==> src/rtl/userio_pkg.sv <==
// userio_pkg: SPI mode encodings and FSM state type shared by the userio SPI slave.
package userio_pkg;

    // {CPOL, CPHA}
    localparam logic [1:0] MODE0 = 2'b00;
    localparam logic [1:0] MODE1 = 2'b01;
    localparam logic [1:0] MODE2 = 2'b10;
    localparam logic [1:0] MODE3 = 2'b11;

    typedef enum logic {
        ST_IDLE  = 1'b0,
        ST_SHIFT = 1'b1
    } state_t;

endpackage

==> src/rtl/userio_sync.sv <==
// userio_sync: N-stage flop synchroniser with a configurable reset level.
import userio_pkg::*;

module userio_sync #(
    parameter int   STAGES  = 2,
    parameter logic RST_VAL = 1'b0
) (
    input  logic clk,
    input  logic rst_n,
    input  logic d,
    output logic q
);

    logic [STAGES-1:0] chain;

    // shift the asynchronous input through the chain; the last stage is the synchronised copy
    always_ff @(posedge clk or negedge rst_n) begin
        if (!rst_n) begin
            chain <= {STAGES{RST_VAL}};
        end else begin
            chain <= {chain[STAGES-2:0], d};
        end
    end

    assign q = chain[STAGES-1];

endmodule

==> src/rtl/userio_spi_slave.sv <==
// userio_spi_slave: SPI slave for the OSD/userio command path, fully oversampled in clk.
// sck, _scs and sdi are synchronised and edge-detected; nothing is clocked by sck.
//
//  state    | meaning
//  ---------+-----------------------------------------------------------
//  ST_IDLE  | deselected; waits for _scs low, CPHA=0 preloads first TX word
//  ST_SHIFT | selected; samples sdi / shifts sdo on detected sck edges
import userio_pkg::*;

module userio_spi_slave #(
    parameter int   WIDTH       = 8,
    parameter logic CPOL        = 1'b0,
    parameter logic CPHA        = 1'b0,
    parameter int   SYNC_STAGES = 2,
    parameter int   CNT_W       = 8,
    parameter logic TX_FILL     = 1'b0
) (
    input  logic             clk,
    input  logic             _reset,
    input  logic             _scs,
    input  logic             sck,
    input  logic             sdi,
    output logic             sdo,
    input  logic [WIDTH-1:0] tx_data,
    input  logic             tx_valid,
    output logic             tx_load,
    output logic             tx_underrun,
    output logic [WIDTH-1:0] rx_data,
    output logic             rx_valid,
    output logic             rx_first,
    output logic [CNT_W-1:0] rx_count,
    output logic             rx_abort,
    output logic             active
);

    localparam int BW = $clog2(WIDTH);
    localparam logic [BW-1:0] LAST_BIT = BW'(WIDTH - 1);

    state_t           state;
    logic             sck_s;
    logic             scs_s;
    logic             sdi_s;
    logic             sck_d;
    logic             lead_edge;
    logic             trail_edge;
    logic             sample_edge;
    logic             shift_edge;
    logic [BW-1:0]    bit_cnt;
    logic [WIDTH-2:0] rx_sh;
    logic [WIDTH-1:0] tx_sh;
    logic [WIDTH-1:0] load_word;

    userio_sync #(.STAGES(SYNC_STAGES), .RST_VAL(CPOL)) u_sync_sck (
        .clk   (clk),
        .rst_n (_reset),
        .d     (sck),
        .q     (sck_s)
    );

    userio_sync #(.STAGES(SYNC_STAGES), .RST_VAL(1'b1)) u_sync_scs (
        .clk   (clk),
        .rst_n (_reset),
        .d     (_scs),
        .q     (scs_s)
    );

    userio_sync #(.STAGES(SYNC_STAGES), .RST_VAL(1'b0)) u_sync_sdi (
        .clk   (clk),
        .rst_n (_reset),
        .d     (sdi),
        .q     (sdi_s)
    );

    // delayed copy of the synchronised clock for edge detection
    always_ff @(posedge clk or negedge _reset) begin
        if (!_reset) begin
            sck_d <= CPOL;
        end else begin
            sck_d <= sck_s;
        end
    end

    assign lead_edge   = (sck_d == CPOL) && (sck_s != CPOL);
    assign trail_edge  = (sck_d != CPOL) && (sck_s == CPOL);
    assign sample_edge = CPHA ? trail_edge : lead_edge;
    assign shift_edge  = CPHA ? lead_edge : trail_edge;

    // an empty transmit handshake sends a word made of the fill bit
    assign load_word = tx_valid ? tx_data : {WIDTH{TX_FILL}};

    // gated by the raw select so sdo drops the moment the host deselects
    assign sdo = ~_scs & tx_sh[WIDTH-1];

    // transfer FSM: word assembly, TX handshake, counters and single-cycle status pulses
    always_ff @(posedge clk or negedge _reset) begin
        if (!_reset) begin
            state       <= ST_IDLE;
            bit_cnt     <= '0;
            rx_sh       <= '0;
            tx_sh       <= '0;
            rx_data     <= '0;
            rx_valid    <= 1'b0;
            rx_first    <= 1'b0;
            rx_count    <= '0;
            rx_abort    <= 1'b0;
            tx_load     <= 1'b0;
            tx_underrun <= 1'b0;
            active      <= 1'b0;
        end else begin
            rx_valid    <= 1'b0;
            rx_abort    <= 1'b0;
            tx_load     <= 1'b0;
            tx_underrun <= 1'b0;
            case (state)
                ST_IDLE: begin
                    active <= 1'b0;
                    if (!scs_s) begin
                        state    <= ST_SHIFT;
                        active   <= 1'b1;
                        bit_cnt  <= '0;
                        rx_count <= '0;
                        // CPHA=0 hosts sample on the first edge, so the MSB must already be out
                        if (!CPHA) begin
                            tx_sh       <= load_word;
                            tx_load     <= 1'b1;
                            tx_underrun <= ~tx_valid;
                        end
                    end
                end
                ST_SHIFT: begin
                    active <= 1'b1;
                    if (scs_s) begin
                        // deselect has priority over any sck edge seen in the same cycle
                        state    <= ST_IDLE;
                        active   <= 1'b0;
                        rx_abort <= (bit_cnt != '0);
                        bit_cnt  <= '0;
                    end else begin
                        if (sample_edge) begin
                            rx_sh <= {rx_sh[WIDTH-3:0], sdi_s};
                            if (bit_cnt == LAST_BIT) begin
                                rx_data  <= {rx_sh, sdi_s};
                                rx_valid <= 1'b1;
                                rx_first <= (rx_count == '0);
                                if (rx_count != '1) begin
                                    rx_count <= rx_count + 1'b1;
                                end
                                bit_cnt <= '0;
                            end else begin
                                bit_cnt <= bit_cnt + 1'b1;
                            end
                        end
                        if (shift_edge) begin
                            if (bit_cnt == '0) begin
                                tx_sh       <= load_word;
                                tx_load     <= 1'b1;
                                tx_underrun <= ~tx_valid;
                            end else begin
                                tx_sh <= {tx_sh[WIDTH-2:0], 1'b0};
                            end
                        end
                    end
                end
                default: begin
                    state  <= ST_IDLE;
                    active <= 1'b0;
                end
            endcase
        end
    end

endmodule

==> config.mk <==
export PLATFORM = sky130hd
export DESIGN_NAME = userio_spi_slave
export DESIGN_NICKNAME = d
export VERILOG_FILES = /design/src/rtl/userio_pkg.sv /design/src/rtl/userio_sync.sv /design/src/rtl/userio_spi_slave.sv
export SDC_FILE = /design/constraint.sdc
export NUM_CORES = 1
export LEC_CHECK = 0
export ABC_AREA = 1
export ABC_CLOCK_PERIOD_IN_PS = 3860
export CAP_MARGIN = 15
export CELL_PAD_IN_SITES_DETAIL_PLACEMENT = 2
export CELL_PAD_IN_SITES_GLOBAL_PLACEMENT = 2
export CORE_ASPECT_RATIO = 0.6
export CORE_MARGIN = 4
export CORE_UTILIZATION = 34
export DETAILED_ROUTE_END_ITERATION = 10
export GPL_ROUTABILITY_DRIVEN = 0
export GPL_TIMING_DRIVEN = 0
export PLACE_DENSITY = 0.95
export SLEW_MARGIN = 20
export SYNTH_ARGS = -nofsm -noshare
export SYNTH_HDL_FRONTEND = slang
export SYNTH_HIERARCHICAL = 1
export SYNTH_SLANG_ARGS = --single-unit
==> constraint.sdc <==
create_clock -name clk -period 3.86 [get_ports clk]
set_input_delay 1.158 -clock clk [delete_from_list [all_inputs] [get_ports clk]]
set_output_delay 1.158 -clock clk [all_outputs]
set_load 0.01 [all_outputs]
== Word-level counts from Yosys, hierarchy flattened ==
Cells that the tools add are included.

* Register bits: 47
* Input bits: 14
* Output and inout port bits: 23
* Logic and storage cells: 76

* Add/sub/neg operators: 2
* Bitwise logic cells: 7
* Muxes and demuxes: 33
* Reduce and logical (&&, ||, !) cells: 10
* Eq/ne operators: 9

{| class="wikitable"
|+ Operators with widths
! operator !! number
|-
| two-way mux 8 bit || 10
|-
| one-hot mux 8 bit (2 select lines) || 2
|-
| two-way mux 1 bit || 14
|-
| two-way mux 3 bit || 4
|-
| adder 8 x 1 -> 8 bit (second input constant) || 1
|-
| logical NOT 8 bit || 1
|-
| inequality test 2 x 1 -> 1 bit (second input constant) || 4
|-
| inequality test 8 bit (second input constant) || 1
|-
| NOT 1 bit || 6
|-
| one-hot mux 3 bit (2 select lines) || 1
|-
| AND reduction 3 bit || 2
|-
| AND reduction 5 bit || 1
|-
| inequality test 2 bit (second input constant) || 2
|-
| one-hot mux 1 bit (2 select lines) || 2
|-
| AND reduction 4 bit || 1
|-
| adder 3 x 1 -> 3 bit (second input constant) || 1
|-
| == test 3 bit (second input constant) || 1
|-
| logical NOT 3 bit || 1
|-
| inequality test 3 x 1 -> 1 bit (second input constant) || 1
|-
| nonzero test 3 bit || 1
|-
| logical AND 1 bit || 2
|-
| AND reduction 2 bit || 1
|-
| bitwise AND 1 bit || 1
|}

== Logic depth before layout (Yosys ltp) ==
Gate-level depths: netlist of the first run.

* Depth after elaboration: 6
* Depth in mapped cells: 8

== Hierarchy ==
Netlist of the first run, hierarchy kept.

{| class="wikitable"
|+ By module, submodules not included
! module !! seq. area each (sq um) !! cells each !! area each (sq um) !! times used
|-
| userio_spi_slave || 1026.0 || 226 || 1953.1 || 1
|-
| userio_sync at u_sync_sck ... || 50.0 || 2 || 50.0 || 2
|-
| userio_sync at u_sync_scs || 52.6 || 2 || 52.6 || 1
|}

== Worst setup path before layout of the first run ==
OpenSTA, ideal clock, no wires.

* Path type: input-to-output
* From: input _scs
* To: output sdo
* Stages: 1
* Data arrival time: 1.327 ns
* Path slack: 1.375 ns
* Cells stage by stage: nor2_1

* Word-level cells in the longest chain between the ends: 2

{| class="wikitable"
|+ Ends and longest elaborated chain
! element !! line !! text
|-
| start, declared || userio_spi_slave.sv:20 || <nowiki>input logic _scs,</nowiki>
|-
| NOT 1 bit || userio_spi_slave.sv:92 || <nowiki>assign sdo = ~_scs & tx_sh[WIDTH-1];</nowiki>
|-
| bitwise AND 1 bit || userio_spi_slave.sv:92 ||
|-
| end, declared || userio_spi_slave.sv:23 || <nowiki>output logic sdo,</nowiki>
|}

Every way passes these cells.

== Worst setup path in the final report of the first run ==
Ends and elaborated chain as after synthesis.

==> qor.log, run 1 <==
INFO  outcome        run_status=completed
INFO  cells_and_area layout-area-overhead-vs-synth=26.9%
INFO  routing        postRouteAntennaNets=0
INFO  cells_and_area post_route_cells_drive_above_1_share=8.33%
INFO  routing        drt-vias-per-instance=4.94
INFO  clock_network  tritoncts_clock_tree=done
INFO  global_route   first_global_vias=1923
INFO  timing         timing.fmax=294MHz
INFO  clock_network  postCtsSetupBuffers=0
INFO  synthesis      synthCells=232
INFO  synthesis      yosys_register_bits=47
INFO  global_route   grt_first_pass_wirelength=9880um
INFO  routing        drc_errors=0
INFO  floorplan      placementRows=21
INFO  timing         worstMarginPinSlew=0.506ns
INFO  cells_and_area diodes=0
INFO  floorplan      fp.dieArea=0.00756mm^2
INFO  global_route   grt_max_degree=28
INFO  timing         hold_viol_final=0
INFO  power          power.density_cell_area=371mW/mm^2
INFO  timing         worst_slew_margin_rel=66.2%
INFO  clock_network  clk_path_buf_depth=2
INFO  placement      dp_worst_setup_slack=0.444ns
INFO  floorplan      starting_density=36.4%
INFO  synthesis      synthesis.area_per_instance=9.08um^2
INFO  cells_and_area layout_common_cells=sky130_fd_sc_hd__nand2_1 (51), sky130_fd_sc_hd__dfrtp_1 (45), sky130_fd_sc_hd__clkdlybuf4s50_1 (34)
INFO  routing        dr_total_vias=1760
INFO  routing        routed_wl=5990um
INFO  power          worst_ir_drop_vdd=0.152mV
INFO  clock_network  cts_root_buf=sky130_fd_sc_hd__clkbuf_8
INFO  clock_network  path_clk_slew=0.08ns
INFO  floorplan      die_width=110um
INFO  timing         number_of_slew_limit_violations_in_the_final_report=0
INFO  clock_network  cts_resized=0
INFO  timing         final.min_clock_period=3.41ns
INFO  clock_network  htreeDepth=2
INFO  floorplan      fp.coreArea=0.00578mm^2
INFO  hold_path      min_path_type=reg -> reg
INFO  global_route   grt_util_all_layers=17.6%
INFO  synthesis      synth_edf_count=0
INFO  timing         final.setup_skew=0.00989ns
INFO  timing         report.final.setup_viol=0
INFO  floorplan      top_level_ports=37
INFO  global_route   residual_overflow_from_global_routing=0
INFO  cells_and_area n_fill_cell=647
INFO  power          power.static_leakage=0.00124uW
INFO  critical_path  startpoint_type=primary input
INFO  clock_network  postCtsHoldBufs=0
INFO  global_route   grt_antenna_before_repair=0
INFO  timing         tns=0ns
INFO  placement      dp.final_hpwl=4330um
INFO  clock_network  clkSinkCount=47
INFO  critical_path  cp.arrival=2.25ns
INFO  critical_path  worst_ep_required_time=2.70ns
INFO  cells_and_area final_common_cell=sky130_fd_sc_hd__nand2_1
INFO  synthesis      synthesis.yosys.warnings=6
INFO  critical_path  worstPathMaxFanout=2
INFO  critical_path  capturing_element_type_of_the_critical_path=output pin
INFO  timing         period_share=88.2%
INFO  floorplan      dieHeight=69.0um
INFO  synthesis      synthesis.nets=252
INFO  run            number_of_violations_of_the_max_capacitance_limit=0
INFO  routing        initial_drc_count=35
INFO  timing         setup_ws=0.454ns
INFO  routing        drt_pass1_iterations=4
INFO  placement      io_buffers=35
INFO  clock_network  cts_made_buffers=5
INFO  synthesis      sequential_cell_area_fraction_in_the_yosys_report=56.0%
INFO  synthesis      synth_cell_type_count=25
INFO  synthesis      synth_ff_type=sky130_fd_sc_hd__dfrtp_1
INFO  clock_network  clk-insertion-delay-late=0.30ns
INFO  critical_path  criticalPathCategory=in -> out
INFO  routing        average_routed_wire_per_standard_cell=16.8um
INFO  timing         unrepaired_setup_endpoints_after_global_routing=no
INFO  synthesis      syn_area=0.00211mm^2
INFO  cells_and_area finish.net_count=295
INFO  synthesis      async_flop_share=100%
[final cells by class]
type	count	area, um^2	share of cell area, %
plain buffers	5	40.0	1.50
flip-flops and latches	47	1180	44.1
repair buffers	36	365	13.7
well taps	80	100	3.75
multi-input cells	157	801	30.0
clock buffers	8	100	3.75
inverters	23	86.3	3.23
[synthesized netlist by cell type (2+ instances only)]
master,count,area (um^2)
sky130_fd_sc_hd__a21oi_1,6,30.0
sky130_fd_sc_hd__a31oi_1,7,43.8
sky130_fd_sc_hd__buf_2,2,10.0
sky130_fd_sc_hd__dfrtp_1,45,1130
sky130_fd_sc_hd__dfstp_2,2,52.6
sky130_fd_sc_hd__ha_1,6,75.1
sky130_fd_sc_hd__inv_1,22,82.6
sky130_fd_sc_hd__nand2_1,51,191
sky130_fd_sc_hd__nand2_4,3,33.8
sky130_fd_sc_hd__nand3_1,28,140
sky130_fd_sc_hd__nor2_1,29,109
sky130_fd_sc_hd__o21ai_0,16,80.1
sky130_fd_sc_hd__o21ai_1,3,15.0
[power breakdown]
group	switching, uW	leakage [uW]	internal (uW)
registers	23.5	0.000610	527
clock network	163	0.0000515	164
logic	67.6	0.000577	46.7
[critical path, cell delays in order]
cell and delay (ns):
sky130_fd_sc_hd__clkdlybuf4s50_1 0.43, sky130_fd_sc_hd__nor2_1 0.11, sky130_fd_sc_hd__clkdlybuf4s50_1 0.55
[state kept, by name, indices dropped and copies added, names as in the netlist]
name / count
rx_count: 8
rx_data: 8
tx_sh: 8
rx_sh: 7
bit_cnt: 3
u_sync_sck/chain: 2
u_sync_scs/chain: 2
u_sync_sdi/chain: 2
rx_abort: 1
rx_first: 1
rx_valid: 1
sck_d: 1
state: 1
tx_load: 1
tx_underrun: 1
[final timing paths]
check / from / end / slack [ns] / cells after the start
min in group asynchronous: _reset / rx_sh[4] / 0.81 / 1
hold reg to reg: u_sync_sck/chain[0] / u_sync_sck/chain[1] / 0.35 / 0
setup / recovery: _scs / sdo / 0.45 / 3
setup reg to reg: rx_count[0] / rx_count[0] / 2.19 / 8
hold / removal: u_sync_sck/chain[0] / u_sync_sck/chain[1] / 0.35 / 0
max in group asynchronous: _reset / u_sync_scs/chain[0] / 2.44 / 2
[cell families (layout without fill, tap and decap cells)]
logic type / Yosys count / after routing / synth area share [%]
AND/OR/NAND/NOR: 118 / 118 / 26.0
flip-flops: 47 / 47 / 56.0
AO/OA/AOI/OAI: 32 / 32 / 8.02
buffers and inverters: 28 / 72 / 6.00
adder cells (fa/ha/maj): 6 / 6 / 3.56
XOR/XNOR: 1 / 1 / 0.416
[metal layers]
layer / GRT usage (%) / part of all wire [%]
met1: 21.7 / 46
met2: 31.9 / 49
met3: 3.91 / 4.2
met4: 3.73 / 0.69
met5: 0 / 0
[per-stage QoR]
stage               cell area [um^2]  utilization [%]  total power, uW  hold WS [ns]  cells
CTS                             2670             46.2             1010         0.359    356
finish                          2670             46.2              991         0.355    356
floorplan                       2110                -              612         0.331    232
global placement                2560             44.2              661         0.333    347
detailed placement              2570             44.5              674         0.341    348
global route                    2670             46.2             1040         0.369    356
No activity file was read; power rests on OpenSTA's default activity.
==> run 2, diff against run 1 <==
Settings changed: CAP_MARGIN 15 to 0.
==> results of run 2 <==
The final DEF is identical to that of run 1; final timing and power are the same.
==> run 3, diff against run 2 <==
==> constraint.sdc (replaced) <==
create_clock -name clk -period 3.86 [get_ports clk]
set_input_delay 0.386 -clock clk [delete_from_list [all_inputs] [get_ports clk]]
set_output_delay 0.386 -clock clk [all_outputs]
set_load 0.01 [all_outputs]
==> results of run 3 <==
Same layout as run 1 (identical final DEF). Status: completed.
Among the figures that moved: setup slack after placement 0.444 ns -> 1.99 ns; clock-pin slew on the worst setup and hold paths 0.08 ns -> 0.09 ns; setup slack after layout 0.454 ns -> 2.00 ns; hold slack 0.355 ns -> 0.0403 ns
